[config.mk]
export PLATFORM = sky130hd
export DESIGN_NAME = axi4_stream_multiple_upsizer
export DESIGN_NICKNAME = d
export VERILOG_FILES = /design/src/rtl/axi4_stream_multiple_upsizer.sv
export SDC_FILE = /design/constraint.sdc
export NUM_CORES = 1
export LEC_CHECK = 0
export BUFFER_PORTS_ARGS = -buffer_cell sky130_fd_sc_hd__buf_2
export CAP_MARGIN = 25
export CORE_ASPECT_RATIO = 1.75
export CORE_MARGIN = 1.5
export CORE_UTILIZATION = 45
export DETAILED_ROUTE_END_ITERATION = 10
export PLACE_DENSITY = 0.75
export SYNTH_ARGS = -nofsm -noshare
export SYNTH_HDL_FRONTEND = slang
export SYNTH_SLANG_ARGS = --single-unit
[constraint.sdc]
create_clock -name clk_i -period 2.8 [get_ports clk_i]
set_input_delay 0.42 -clock clk_i [delete_from_list [all_inputs] [get_ports clk_i]]
set_output_delay 0.42 -clock clk_i [all_outputs]
set_load 0.01 [all_outputs]
[src/rtl/axi4_stream_multiple_upsizer.sv]
// axi4_stream_multiple_upsizer: packs RATIO narrow AXI4-Stream beats into one
// wide beat, lane 0 first. A partial word is closed on tlast. Unused lanes carry
// zero tdata/tkeep/tstrb.
// Optional feature: define AXI4_STREAM_UPSIZER_FLUSH_EN to force-close a partial
// word after FLUSH_TIMEOUT idle cycles. The flushed word has tlast=0.
module axi4_stream_multiple_upsizer #(
    parameter int unsigned SLAVE_TDATA_WIDTH  = 32,
    parameter int unsigned MASTER_TDATA_WIDTH = 64,
    parameter int unsigned FLUSH_TIMEOUT      = 16,
    parameter int unsigned TUSER_WIDTH        = 1,
    parameter int unsigned TID_WIDTH          = 8,
    parameter int unsigned TDEST_WIDTH        = 4
) (
    input  logic                            clk_i,
    input  logic                            rst_i,
    // narrow slave side
    input  logic                            pkt_i_tvalid,
    output logic                            pkt_i_tready,
    input  logic [SLAVE_TDATA_WIDTH-1:0]    pkt_i_tdata,
    input  logic [SLAVE_TDATA_WIDTH/8-1:0]  pkt_i_tkeep,
    input  logic [SLAVE_TDATA_WIDTH/8-1:0]  pkt_i_tstrb,
    input  logic                            pkt_i_tlast,
    input  logic [TUSER_WIDTH-1:0]          pkt_i_tuser,
    input  logic [TID_WIDTH-1:0]            pkt_i_tid,
    input  logic [TDEST_WIDTH-1:0]          pkt_i_tdest,
    // wide master side
    output logic                            pkt_o_tvalid,
    input  logic                            pkt_o_tready,
    output logic [MASTER_TDATA_WIDTH-1:0]   pkt_o_tdata,
    output logic [MASTER_TDATA_WIDTH/8-1:0] pkt_o_tkeep,
    output logic [MASTER_TDATA_WIDTH/8-1:0] pkt_o_tstrb,
    output logic                            pkt_o_tlast,
    output logic [TUSER_WIDTH-1:0]          pkt_o_tuser,
    output logic [TID_WIDTH-1:0]            pkt_o_tid,
    output logic [TDEST_WIDTH-1:0]          pkt_o_tdest
);

    localparam int unsigned RATIO         = MASTER_TDATA_WIDTH / SLAVE_TDATA_WIDTH;
    localparam int unsigned INS_CNT_WIDTH = $clog2(RATIO);
    localparam int unsigned SKEEP_WIDTH   = SLAVE_TDATA_WIDTH / 8;
    localparam int unsigned MKEEP_WIDTH   = MASTER_TDATA_WIDTH / 8;

    // Elaboration-time guard against unsupported geometry
    if (RATIO < 2 || (MASTER_TDATA_WIDTH % SLAVE_TDATA_WIDTH) != 0 ||
        (SLAVE_TDATA_WIDTH % 8) != 0 || FLUSH_TIMEOUT < 1) begin : g_bad_param
        $error("axi4_stream_multiple_upsizer: unsupported parameter combination");
    end

    typedef enum logic {ACCUM, HOLD} state_t;

    state_t                     state_q, state_d;
    logic [MASTER_TDATA_WIDTH-1:0] data_q, data_d;
    logic [MKEEP_WIDTH-1:0]     keep_q, keep_d;
    logic [MKEEP_WIDTH-1:0]     strb_q, strb_d;
    logic                       last_q, last_d;
    logic [TUSER_WIDTH-1:0]     user_q, user_d;
    logic [TID_WIDTH-1:0]       id_q, id_d;
    logic [TDEST_WIDTH-1:0]     dest_q, dest_d;
    logic [INS_CNT_WIDTH-1:0]   ins_pos_q, ins_pos_d;
    logic [INS_CNT_WIDTH-1:0]   wr_pos;
    logic                       wr_en;
    logic                       clr;
    logic                       rx_hs;
    logic                       tx_hs;
`ifdef AXI4_STREAM_UPSIZER_FLUSH_EN
    localparam int unsigned IDLE_W = $clog2(FLUSH_TIMEOUT + 1);
    logic [IDLE_W-1:0]          idle_q, idle_d;
`endif

    // Handshakes and ready: accept whenever the output slot is empty or draining
    assign pkt_i_tready = (state_q == ACCUM) | pkt_o_tready;
    assign rx_hs        = pkt_i_tvalid & pkt_i_tready;
    assign tx_hs        = pkt_o_tvalid & pkt_o_tready;

    // Output bus driven straight from the word registers
    assign pkt_o_tvalid = (state_q == HOLD);
    assign pkt_o_tdata  = data_q;
    assign pkt_o_tkeep  = keep_q;
    assign pkt_o_tstrb  = strb_q;
    assign pkt_o_tlast  = last_q;
    assign pkt_o_tuser  = user_q;
    assign pkt_o_tid    = id_q;
    assign pkt_o_tdest  = dest_q;

    // State and word registers
    always_ff @(posedge clk_i or posedge rst_i) begin
        if (rst_i) begin
            state_q   <= ACCUM;
            data_q    <= '0;
            keep_q    <= '0;
            strb_q    <= '0;
            last_q    <= 1'b0;
            user_q    <= '0;
            id_q      <= '0;
            dest_q    <= '0;
            ins_pos_q <= '0;
`ifdef AXI4_STREAM_UPSIZER_FLUSH_EN
            idle_q    <= '0;
`endif
        end else begin
            state_q   <= state_d;
            data_q    <= data_d;
            keep_q    <= keep_d;
            strb_q    <= strb_d;
            last_q    <= last_d;
            user_q    <= user_d;
            id_q      <= id_d;
            dest_q    <= dest_d;
            ins_pos_q <= ins_pos_d;
`ifdef AXI4_STREAM_UPSIZER_FLUSH_EN
            idle_q    <= idle_d;
`endif
        end
    end

    // Next-state: decide clear/write, then apply buffer clear before the lane write
    always_comb begin
        state_d   = state_q;
        data_d    = data_q;
        keep_d    = keep_q;
        strb_d    = strb_q;
        last_d    = last_q;
        user_d    = user_q;
        id_d      = id_q;
        dest_d    = dest_q;
        ins_pos_d = ins_pos_q;
        wr_pos    = '0;
        wr_en     = 1'b0;
        clr       = 1'b0;
`ifdef AXI4_STREAM_UPSIZER_FLUSH_EN
        idle_d    = idle_q;
`endif
        case (state_q)
            ACCUM: begin
                if (rx_hs) begin
                    wr_en  = 1'b1;
                    wr_pos = ins_pos_q;
                    if (ins_pos_q == INS_CNT_WIDTH'(RATIO - 1) || pkt_i_tlast) begin
                        state_d   = HOLD;
                        last_d    = pkt_i_tlast;
                        ins_pos_d = '0;
                    end else begin
                        ins_pos_d = ins_pos_q + INS_CNT_WIDTH'(1);
                    end
`ifdef AXI4_STREAM_UPSIZER_FLUSH_EN
                    idle_d = '0;
                end else if (ins_pos_q != '0) begin
                    if (idle_q == IDLE_W'(FLUSH_TIMEOUT)) begin
                        state_d   = HOLD;
                        last_d    = 1'b0;
                        ins_pos_d = '0;
                        idle_d    = '0;
                    end else begin
                        idle_d = idle_q + IDLE_W'(1);
                    end
`endif
                end
            end
            HOLD: begin
`ifdef AXI4_STREAM_UPSIZER_FLUSH_EN
                idle_d = '0;
`endif
                if (tx_hs) begin
                    clr     = 1'b1;
                    last_d  = 1'b0;
                    state_d = ACCUM;
                    if (rx_hs) begin
                        wr_en  = 1'b1;
                        wr_pos = '0;
                        if (pkt_i_tlast) begin
                            state_d = HOLD;
                            last_d  = 1'b1;
                        end else begin
                            ins_pos_d = INS_CNT_WIDTH'(1);
                        end
                    end
                end
            end
            default: state_d = ACCUM;
        endcase

        if (clr) begin
            data_d = '0;
            keep_d = '0;
            strb_d = '0;
        end
        if (wr_en) begin
            for (int unsigned l = 0; l < RATIO; l++) begin
                if (wr_pos == INS_CNT_WIDTH'(l)) begin
                    data_d[l*SLAVE_TDATA_WIDTH +: SLAVE_TDATA_WIDTH] = pkt_i_tdata;
                    keep_d[l*SKEEP_WIDTH +: SKEEP_WIDTH]             = pkt_i_tkeep;
                    strb_d[l*SKEEP_WIDTH +: SKEEP_WIDTH]             = pkt_i_tstrb;
                end
            end
            if (wr_pos == '0) begin
                user_d = pkt_i_tuser;
                id_d   = pkt_i_tid;
                dest_d = pkt_i_tdest;
            end
        end
    end

endmodule

### Yosys cells after proc, flatten, opt, wreduce, memory -nomap -nowiden

Index checks and enable logic that the tools add are counted.

| storage, ports and cells | value |
|---|---|
| register bits | 96 |
| input port bits | 58 |
| output and inout port bits | 96 |
| logic and storage cells | 59 |

| operators by class | value |
|---|---|
| add/subtract/negate cells | 1 |
| equality and inequality tests | 5 |
| multiplexer cells | 35 |
| bitwise operators | 5 |
| reductions and logical operators | 4 |

Operators by type and width:

| kind | number |
|---|---|
| 64-bit two-way mux | 2 |
| 32-bit two-way mux | 2 |
| 8-bit two-way mux | 4 |
| 1-bit two-way mux | 18 |
| 4-bit two-way mux | 4 |
| 1-bit one-hot mux with 2 select lines | 5 |
| 2-bit by 1-bit != test with 1-bit output (second input constant) | 3 |
| 2-bit != test (second input constant) | 2 |
| 4-bit AND reduction | 1 |
| 3-bit AND reduction | 1 |
| 1-bit bitwise AND | 2 |
| 1-bit inverter | 2 |
| 2-bit AND reduction | 1 |
| 1-bit adder (second input constant) | 1 |
| 1-bit logical OR | 1 |
| 1-bit OR | 1 |

### Logic depth before layout (Yosys ltp)

Gate-level depths: netlist of run 1.

| logic depth | value |
|---|---|
| depth after elaboration | 7 |
| depth in mapped cells | 7 |
| depth with buffers taken out | 4 |

### Worst setup path before layout of run 1

OpenSTA, ideal clock, no wires.

| path | value |
|---|---|
| path kind | register to register |
| start point | register state_q, in the netlist pkt_o_tvalid |
| end point | register dest_q[0], in the netlist pkt_o_tdest[0] |
| setup time | 125 ps |
| arrival time | 1389 ps |
| path slack | 1286 ps |
| stages on the path, launching flop included | 8 |
| path buffers | 3 |
| period minus slack after synthesis | 1514 ps |
| cells stage by stage | dfrtp_1 buf_6 nor2b_4 buf_6 inv_6 nand3b_4 buf_6 mux2_4 |

| on the way | value |
|---|---|
| word-level cells in the longest chain between the ends | 7 |

Ends and longest elaborated chain:

| element | RTL line | RTL |
|---|---|---|
| start: declaration | 51 | `state_t state_q, state_d;` |
| start signal: assignment | 101 | `state_q <= state_d;` |
| 1-bit inverter (*) | - |  |
| 1-bit OR (*) | 71 | `assign pkt_i_tready = (state_q == ACCUM) \| pkt_o_tready;` |
| net pkt_i_tready | 18 | `output logic pkt_i_tready,` |
| 1-bit bitwise AND (*) | 72 | `assign rx_hs = pkt_i_tvalid & pkt_i_tready;` |
| 1-bit two-way mux (on tied branches) | 135, 167 |  |
| 1-bit two-way mux / 1-bit one-hot mux with 2 select lines (equally long branches) | 163, 133 |  |
| 1-bit one-hot mux with 2 select lines / 1-bit inverter (equally long branches) | - |  |
| 2-bit AND reduction (no line) (*) | - |  |
| end signal: assignment | 108 | `dest_q <= dest_d;` |
| end: declaration | 58 | `logic [TDEST_WIDTH-1:0] dest_q, dest_d;` |

The timed path passes the listed nets; every way through them passes the cells marked *.
A chain may end at the register's enable or synchronous reset.

### Final worst setup path of run 1

| path | value |
|---|---|
| start point | register state_q, in the netlist pkt_o_tvalid |
| end point | output port pkt_o_tvalid |

RTL lines:

| element | RTL line | RTL |
|---|---|---|
| end: declaration | 27 | `output logic pkt_o_tvalid,` |

No word-level cell between the ends.

==> impl_results.md, run 1 <==
- PortBufs: 153
- Setup crit start kind: flop
- Final worst slack: 0.861 ns
- Die width: 79.3 um
- Period utilization: 69.3%
- Max Freq: 0.516 GHz
- Post-Syn Nets: 462
- Pwr Density: 905 nW/um^2
- Max Root-Sink Buffers: 2
- CP Class: reg2out
- Design area: 5750 um^2
- DR vias/cell: 5.73
- CTS Hold Buffers Added: 0
- Mapped Cells: 404
- Setup violators final: 0
- Fraction of layout cells with a size suffix above 1: 36.1%
- Post-CTS Setup Bufs: 0
- Skew final: 0.00593 ns
- CTS Buf Count: 9
- Boundary Pins: 154
- Post-CTS Resized: 0
- Peak supply drop: 572 uV
- Pre-Repair DR Iteration Count: 6
- Commonest non-fill, non-tap cells in the layout: buf_2 (153), dfrtp_1 (96), mux2i_1 (80)
- Clk_lat worst skew: 0.34 ns
- # diodes: 0
- Largest net degree at the start of global routing: 54
- Reg-to-reg startpoint: ins_pos_q$_DFFE_PP0P_
- First-pass GRT wire length: 18400 um
- CP Capture Type: primary output
- Worst Hold Class: in2async
- Worst Tran Pin Value: 0.778 ns
- Worst path required time: 2.38 ns
- Placed Cells: 655
- HPWL after detailed placement: 8310 um
- Final ANT Viol Nets: 0
- H-Tree Depth: 3
- DRT iter0 DRCs: 227
- RR Endpoint: pkt_o_tkeep[1]$_DFF_PP0_
- Fin. Hold Viols: 0
- DIE AREA: 10800 um^2
- Commonest non-fill, non-tap cell in the layout: buf_2
- WL per Instance: 18.0 um
- Yosys cell types: 22
- CTS root buf: clkbuf_16
- TritonCTS clock tree: yes
- Sink Count: 96
- Initial Util: 46.3%
- Critical path data arrival time: 1.52 ns
- Flop2flop setup slack: 1.02 ns
- CTS clk-pin slew, worst paths: 0.06 ns
- Setup tns final: 0 ns
- Vias in the first global route: 3676
- Initial antenna violation count: 0
- Core area: 9910 um^2
- Worst r2r path cells: 4
- Syn_area_per_cell: 11.3 um^2
- Residual DRC: 0
- All-Layer GR Usage: 22.2%
- Placed Area: 5460 um^2
- Max Cap Violations: 0
- Seq/Total Area, Yosys: 52.4%
- Finished Layout Cells: 670
- Mapped cell area: 4580 um^2
- Vias after detailed routing: 3839
- Number of synthesized register bits: 96
- RSZ-0062 raised after global routing: no
- GR Overflow Total: 0
- Syn-to-layout area delta: 25.5%
- Crit path time final: 1.94 ns
- Pleak: 3.05 nW
- WL final: 12000 um
- Placer Congestion: 0.776
- Post-layout net count: 599
- Headroom to the max-slew limit: 48.1%
- Chip height: 137 um
- Worst slack at placement: 0.953 ns
- Yosys Warn Count: 0
- CP max FO: 34
- Fin. max-slew vios: 0
- Status: complete, no violations
- Site Rows: 48
[worst max-delay path by stage]
stage	cells after the start	startpoint	endpoint
finish	2	pkt_o_tvalid$_DFF_PP0_	pkt_o_tvalid
global route	2	pkt_o_tvalid$_DFF_PP0_	pkt_o_tvalid
CTS	2	pkt_o_tvalid$_DFF_PP0_	pkt_o_tvalid
detailed placement	5	pkt_i_tvalid	pkt_o_tdata[55]$_DFF_PP0_
global placement	5	pkt_o_tready	pkt_o_tstrb[1]$_DFF_PP0_
floorplan	1	rst_i	ins_pos_q$_DFFE_PP0P_
[through the flow]
stage                     utilization [%]  total power [W]  hold slack [ns]
after floorplan                         -          0.00325            0.510
after global placement               55.1          0.00392            0.482
after detailed placement             55.1          0.00401            0.490
after CTS                            58.0          0.00524            0.137
after global routing                 58.0          0.00549            0.174
final                                58.0          0.00520            0.129
[final cells by class]
type	count	area, um^2
multi-input combinational	267	1990
fill	875	4160
sequential	96	2400
timing repair buffer	163	891
inverter	4	23.8
clock buffer	11	243
tap	125	156
clock inverter	4	45.0
[worst max-delay path, stage by stage, from the launching register on]
cell and delay (ns):
dfrtp_1 0.57, buf_4 0.39, buf_2 0.20
[registers in the layout (all words and copies together), names as in the netlist]
register / cells
pkt_o_tdata: 64
pkt_o_tid: 8
pkt_o_tkeep: 8
pkt_o_tstrb: 8
pkt_o_tdest: 4
ins_pos_q: 1
pkt_o_tlast: 1
pkt_o_tuser: 1
pkt_o_tvalid: 1
[cell usage after synthesis]
cell	instances	share of area, %
nand3_1	1	0.11
o22a_1	1	0.19
mux2i_1	80	17
nand2_1	43	3.5
inv_6	1	0.19
nor2b_1	1	0.14
o21ai_0	42	4.6
clkbuf_1	22	1.8
nand2b_1	1	0.14
a21oi_1	41	4.5
dfrtp_1	96	52
a221oi_1	40	7.6
mux2_4	10	3.3
inv_1	2	0.16
mux2_2	3	0.74
nor2b_4	1	0.30
inv_2	1	0.082
and2_1	1	0.14
nor3b_1	1	0.16
nand3b_4	1	0.44
buf_2	12	1.3
buf_6	3	0.74
[per-layer routing]
layer  wire [um]  share of wire, %  global-route usage (%)  vias up
met5           0                 0                       0        -
met4         384               3.2                    10.2        0
met3         524               4.4                    3.87       25
met2        6570                55                    40.1      138
met1        4570                38                    25.0     1918
li1            -                 -                       -     1758
[cell families (layout without fill, tap and decap cells)]
logic type | Yosys count | in the layout | synth area share (%)
AOI/OAI and AO/OA | 124 | 124 | 16.9
buffers and inverters | 41 | 182 | 4.28
DFF | 96 | 96 | 52.4
muxes | 93 | 93 | 21.5
and+or+nand+nor | 50 | 50 | 4.94
[power breakdown]
group / internal [W] / switching, W
registers: 0.00181 / 0.000322
logic: 0.000856 / 0.000997
clock network: 0.000707 / 0.000507
total: 0.00338 / 0.00183
Note: power is estimated with default switching activity, not from simulation.
==> run 2, diff against run 1 <==
PLACE_DENSITY = 0.73   (was 0.75)
clock period = 1.9 ns   (was 2.8 ns; I/O delays follow)
==> run 2 against run 1 <==
Against the previous run:
- clock skew about the same
- cell count up 0.60%
- setup slack worse by 0.46 ns
- wire length down 0.34%
- die area unchanged
- register-to-register slack worse by 0.59 ns
- critical path depth unchanged
- total power up 49%
- count of clock-buffer cells in the layout unchanged
- largest power group unchanged
==> impl_results.md, run 2 (synthesis results as in run 1) <==
- Buf+Inv Stages, Crit Path: 2 (unchanged)
- Peak supply drop: 613 uV (+7.2%)
- TritonCTS clock tree: yes
- GR Overflow Total: 0 (unchanged)
- Vias in the first global route: 3838 (+4.4%)
- Setup tns final: 0 ns (unchanged)
- Die width: 79.3 um (unchanged)
- Largest net degree at the start of global routing: 97 (+80%)
- Max Freq: 0.666 GHz
- Fin. Hold Viols: 0 (unchanged)
- Placer Congestion: 0.791 (+1.9%)
- Commonest non-fill, non-tap cell in the layout: buf_2
- Initial Util: 46.3% (unchanged)
- Setup crit start kind: flop
- WL per Instance: 17.8 um (-0.93%)
- DR vias/cell: 5.63 (-1.8%)
- Delay-heaviest family, CP: buffers and inverters
- Filler cells: 859 (-1.8%)
- CTS Buf Count: 9 (unchanged)
- Site Rows: 48 (unchanged)
- RSZ-0062 raised after global routing: no
- PortBufs: 153 (unchanged)
- Post-layout net count: 602 (+0.50%)
- Core area: 9910 um^2 (unchanged)
- Boundary Pins: 154 (unchanged)
- Pre-Repair DR Iteration Count: 5 (-1)
- Fraction of layout cells with a size suffix above 1: 36.4% (+0.28 points)
- CTS Hold Buffers Added: 0 (unchanged)
- Clk_lat worst skew: 0.34 ns (about the same)
- Max Root-Sink Buffers: 2 (unchanged)
- Hold Slack: 0.0813 ns (-0.0477 ns)
- HPWL after detailed placement: 8130 um (-2.2%)
- Post-CTS Setup Bufs: 0 (unchanged)
- Worst Tran Pin Value: 0.511 ns (-0.267 ns)
- Post-CTS Resized: 0 (unchanged)
- Commonest non-fill, non-tap cells in the layout: buf_2 (153), dfrtp_1 (96), mux2i_1 (80)
- CP Class: reg2out
- Max Cap Violations: 0 (unchanged)
- Sink Count: 96 (unchanged)
- Crit-path slowest cell: dfrtp_1
- CP max stage delay: 0.38 ns (-0.19 ns)
- Final ANT Viol Nets: 0 (unchanged)
- DIE AREA: 10800 um^2 (unchanged)
- CP max FO: 28 (-18%)
- Crit path cell chain: buf_4, buf_2
- Syn-to-layout area delta: 26.8%
- Flip-flop count of the largest register after layout: 64 (unchanged)
- First-pass GRT wire length: 19000 um (+3.3%)
- CP Capture Type: primary output
- H-Tree Depth: 3 (unchanged)
- Vias after detailed routing: 3792 (-1.2%)
- Initial antenna violation count: 0 (unchanged)
- Crit path time final: 1.50 ns
- Period utilization: 79.0%
- Residual DRC: 0 (unchanged)
- Chip height: 137 um (unchanged)
- WL final: 12000 um (-0.34%)
- # diodes: 0 (unchanged)
- Headroom to the max-slew limit: 65.9% (+18 points)
- Worst Hold Class: in2async
- Critical path data arrival time: 1.22 ns (-0.30 ns)
- Skew final: 0.00628 ns (+0.000342 ns)
- CTS clk-pin slew, worst paths: 0.07 ns (about the same)
- Pwr Density: 1340 nW/um^2 (+48%)
- Status: complete, no violations
- Setup violators final: 0 (unchanged)
- DRT iter0 DRCs: 201 (-11%)
- All-Layer GR Usage: 22.5% (+0.34 points)
- Pleak: 3.08 nW (+0.79%)
- Fin. max-slew vios: 0 (unchanged)
- CTS root buf: clkbuf_16
- Worst path required time: 1.62 ns (-0.76 ns)
==> run 2: cell types whose count changed in the layout (fill, tap and decap cells not counted) <==
cell and delta:
clkbuf_1 +1, bufinv_16 +1, clkinv_2 -2, buf_12 +1
buf_4 +2, clkinvlp_4 +1, clkbuf_8 -1, clkinv_4 +1
==> run 2: final timing paths <==
kind | from | end | slack (ns) | cells past startpoint
max in group asynchronous | rst_i | pkt_o_tdata[7]$_DFF_PP0_ | 1.43 | 3
worst max register to register | pkt_o_tvalid$_DFF_PP0_ | pkt_o_tdata[17]$_DFF_PP0_ | 0.43 | 5
worst max-delay path | pkt_o_tvalid$_DFF_PP0_ | pkt_o_tvalid | 0.40 | 2
worst min-delay path | rst_i | pkt_o_tdata[17]$_DFF_PP0_ | 0.08 | 3
min in group clk_i | pkt_i_tid[3] | pkt_o_tid[3]$_DFFE_PP0P_ | 0.18 | 2
worst min register to register | pkt_o_tlast$_DFFE_PP0P_ | pkt_o_tlast$_DFFE_PP0P_ | 0.50 | 2
==> run 2: through the flow <==
stage / setup WS, ns / util, % / total power [W] / std cells / area [um^2]
2_1_floorplan: 0.386 / - / 0.00479 / 404 / 4590
3_3_place_gp: 0.440 / 55.5 / 0.00582 / 658 / 5500
3_5_place_dp: 0.421 / 55.5 / 0.00594 / 658 / 5500
4_1_cts: 0.369 / 58.7 / 0.00786 / 674 / 5810
5_1_grt: 0.240 / 58.7 / 0.00822 / 674 / 5810
6_report: 0.398 / 58.7 / 0.00777 / 674 / 5810
==> run 2: worst register-to-register path, delay by kind of cell (launching register included) <==
family / cells / cell delay (ns)
buffers and inverters: 3 / 0.61
AO/OA/AOI/OAI: 2 / 0.36
flip-flops: 1 / 0.38
==> run 2: area by class of cell <==
cell class                      count  area (um^2)  share of cell area [%]
Clock buffer                       11          233                    4.00
Tap cell                          125          156                    2.69
Sequential cell                    96         2400                    41.3
Inverter                            4         23.8                   0.409
Timing Repair Buffer              166          926                    15.9
Clock inverter                      5         81.3                    1.40
Multi-Input combinational cell    267         1990                    34.2
==> run 2: power by group <==
part,total [W],internal [W],switching [W]
registers,0.00316,0.00267,0.000491
logic,0.00271,0.00128,0.00143
clock network,0.00190,0.00115,0.000745
total,0.00777,0.00511,0.00266
==> run 2: layer usage <==
| metal | wire length [um] | vias to the layer above | GRT usage [%] |
|---|---|---|---|
| li1 | - | 1774 | - |
| met5 | 0 | - | 0 |
| met3 | 470 | 23 | 3.53 |
| met2 | 6580 | 121 | 40.7 |
| met4 | 313 | 0 | 9.16 |
| met1 | 4640 | 1874 | 26.1 |
==> run 3, diff against run 2 <==
clock period = 1.5 ns   (was 1.9 ns; I/O delays follow)
==> run 3 against run 2 <==
Against the previous run:
- setup slack got worse by 0.33 ns
- die area did not move
- global-route usage fell by 0.65 points
- cell area rose by 2.2%
- wire length fell by 2.6%
- worst hold slack improved by 0.037 ns
- register-to-register slack got worse by 0.34 ns
- sequential share of layout area fell by 0.85 points
- count of clock-buffer cells in the layout fell by 1
- largest cell class unchanged
- highest routed layer unchanged
==> impl_results.md, run 3 (synthesis results as in run 1) <==
- Status: complete, no violations
- Sink Count: 96 (unchanged)
- Final ANT Viol Nets: 0 (unchanged)
- Vias in the first global route: 3779 (-1.5%)
- Clk_lat worst skew: 0.34 ns (about the same)
- Crit path time final: 1.43 ns
- WL per Instance: 17.2 um (-3.4%)
- WL final: 11700 um (-2.6%)
- CP Class: reg2out
- Commonest non-fill, non-tap cells in the layout: buf_2 (153), dfrtp_1 (95), mux2i_1 (80)
- Routed wl met3: 742 um (+58%)
- Commonest non-fill, non-tap cell in the layout: buf_2
- Reg-to-reg startpoint: pkt_o_tvalid$_DFF_PP0_
- Initial antenna violation count: 0 (unchanged)
- Hold EP: pkt_o_tuser$_DFFE_PP0P_
- Hold depth: 2
- Pwr Density: 1700 nW/um^2 (+27%)
- RR Endpoint: pkt_o_tdest[1]$_DFFE_PP0P_
- Max Freq: 0.697 GHz
- CTS root buf: clkbuf_16
- Finished Layout Cells: 680 (+0.89%)
- Highest routed metal layer: met4
- Critical path data arrival time: 1.21 ns (about the same)
- Pleak: 3.14 nW (+1.9%)
- CP max FO: 5 (-82%)
- Boundary Pins: 154 (unchanged)
- Hold Slack: 0.118 ns (+0.0365 ns)
- Post-layout net count: 608 (+1.0%)
- Vias after detailed routing: 3796 (+0.11%)
- Critical path origin: pkt_o_tvalid$_DFF_PP0_
- Worst Hold Class: in2reg
- Total power: 0.0101 W (+30%)
- Pre-Repair DR Iteration Count: 6 (+1)
- RSZ-0062 raised after global routing: no
- Residual DRC: 0 (unchanged)
- # diodes: 0 (unchanged)
- Initial Util: 46.3% (unchanged)
- Worst r2r path cells: 5 (unchanged)
- Fin. Hold Viols: 0 (unchanged)
- Worst Tran Pin Value: 0.588 ns (+0.0771 ns)
- DR vias/cell: 5.58 (-0.78%)
- GR Overflow Total: 0 (unchanged)
- CTS clk-pin slew, worst paths: 0.06 ns (about the same)
- Syn-to-layout area delta: 29.5%
- Die width: 79.3 um (unchanged)
- CP Capture Type: primary output
- Met1 Wirelength: 4640 um (+0.15%)
- H-Tree Depth: 3 (unchanged)
- Placed Cells: 661 (+0.46%)
- All-Layer GR Usage: 21.9% (-0.65 points)
- Core area: 9910 um^2 (unchanged)
- Max Cap Violations: 0 (unchanged)
- Hold wc startpoint: pkt_i_tuser
- Period utilization: 95.6%
- Peak supply drop: 881 uV (+44%)
- CTS Buf Count: 9 (unchanged)
- Setup violators final: 0 (unchanged)
- Skew final: 0.00682 ns (+0.000546 ns)
- Fin. max-slew vios: 0 (unchanged)
- DRT iter0 DRCs: 175 (-13%)
- PortBufs: 153 (unchanged)
- First-pass GRT wire length: 18500 um (-2.9%)
- Met2 Wirelength: 6090 um (-7.4%)
- Fraction of layout cells with a size suffix above 1: 37.7% (+1.2 points)
- Worst path required time: 1.27 ns (-0.35 ns)
- Placer Congestion: 0.741 (-6.3%)
- Chip height: 137 um (unchanged)
- Max Root-Sink Buffers: 2 (unchanged)
- DIE AREA: 10800 um^2 (unchanged)
- HPWL after detailed placement: 8080 um (-0.67%)
- Headroom to the max-slew limit: 60.8% (-5.1 points)
- Setup crit start kind: flop
- TritonCTS clock tree: yes
- Flop2flop setup slack: 0.09 ns (-0.34 ns)
- Site Rows: 48 (unchanged)
- Flip-flop count of the largest register after layout: 64 (unchanged)
- Largest net degree at the start of global routing: 59 (-39%)
-- run 3: layout make-up --
cell class / instances / area (um^2)
fill: 831 / 3970
clock inverter: 6 / 108
multi-input combinational: 267 / 2000
timing repair buffer: 172 / 1020
inverter: 4 / 23.8
sequential: 96 / 2400
clock buffer: 10 / 229
tap: 125 / 156
-- run 3: how the worst max path moves through the flow --
| stage | to | slack [ns] | depth (start not counted) |
|---|---|---|---|
| after CTS | pkt_i_tready | 0.05 | 3 |
| after global placement | pkt_o_tid[4]$_DFFE_PP0P_ | 0.13 | 4 |
| final | pkt_i_tready | 0.07 | 3 |
| after global routing | pkt_i_tready | 0.02 | 3 |
| after floorplan | pkt_o_tdest[0]$_DFFE_PP0P_ | -0.01 | 7 |
| after detailed placement | pkt_o_tdata[21]$_DFF_PP0_ | 0.06 | 5 |
-- run 3: metal layers --
layer	track usage, %	vias to the layer above
met1	25.3	1877
met4	9.06	0
li1	-	1782
met3	6.33	14
met5	0	-
met2	37.4	123
-- run 3: what timing repair did --
| action | CTS | global route |
|---|---|---|
| buffers inserted | 0 | 2 |
| hold endpoints to repair | 50 | 0 |
| hold buffers | 1 | 0 |
| gates resized for setup | 0 | 5 |
| endpoints found under the setup margin | 0 | 33 |
-- run 3: worst max-delay path: stages (launching register included) --
cell,delay [ns]
dfrtp_2,0.42
nor2b_4,0.25
inv_6,0.05
buf_2,0.15
-- run 3: through the flow --
stage	util [%]	TNS [ns]	area, um^2	setup WS, ns
2_1_floorplan	-	-0.118	4590	-0.0118
3_3_place_gp	56.0	0	5550	0.131
3_5_place_dp	56.0	0	5550	0.0592
4_1_cts	59.5	0	5890	0.0451
5_1_grt	59.9	0	5940	0.0156
6_report	59.9	0	5940	0.0659
-- run 3: power breakdown --
group | total (W) | internal [W] | switching [W]
Sequential | 0.00400 | 0.00339 | 0.000610
Clock | 0.00258 | 0.00162 | 0.000959
Combinational | 0.00351 | 0.00170 | 0.00181
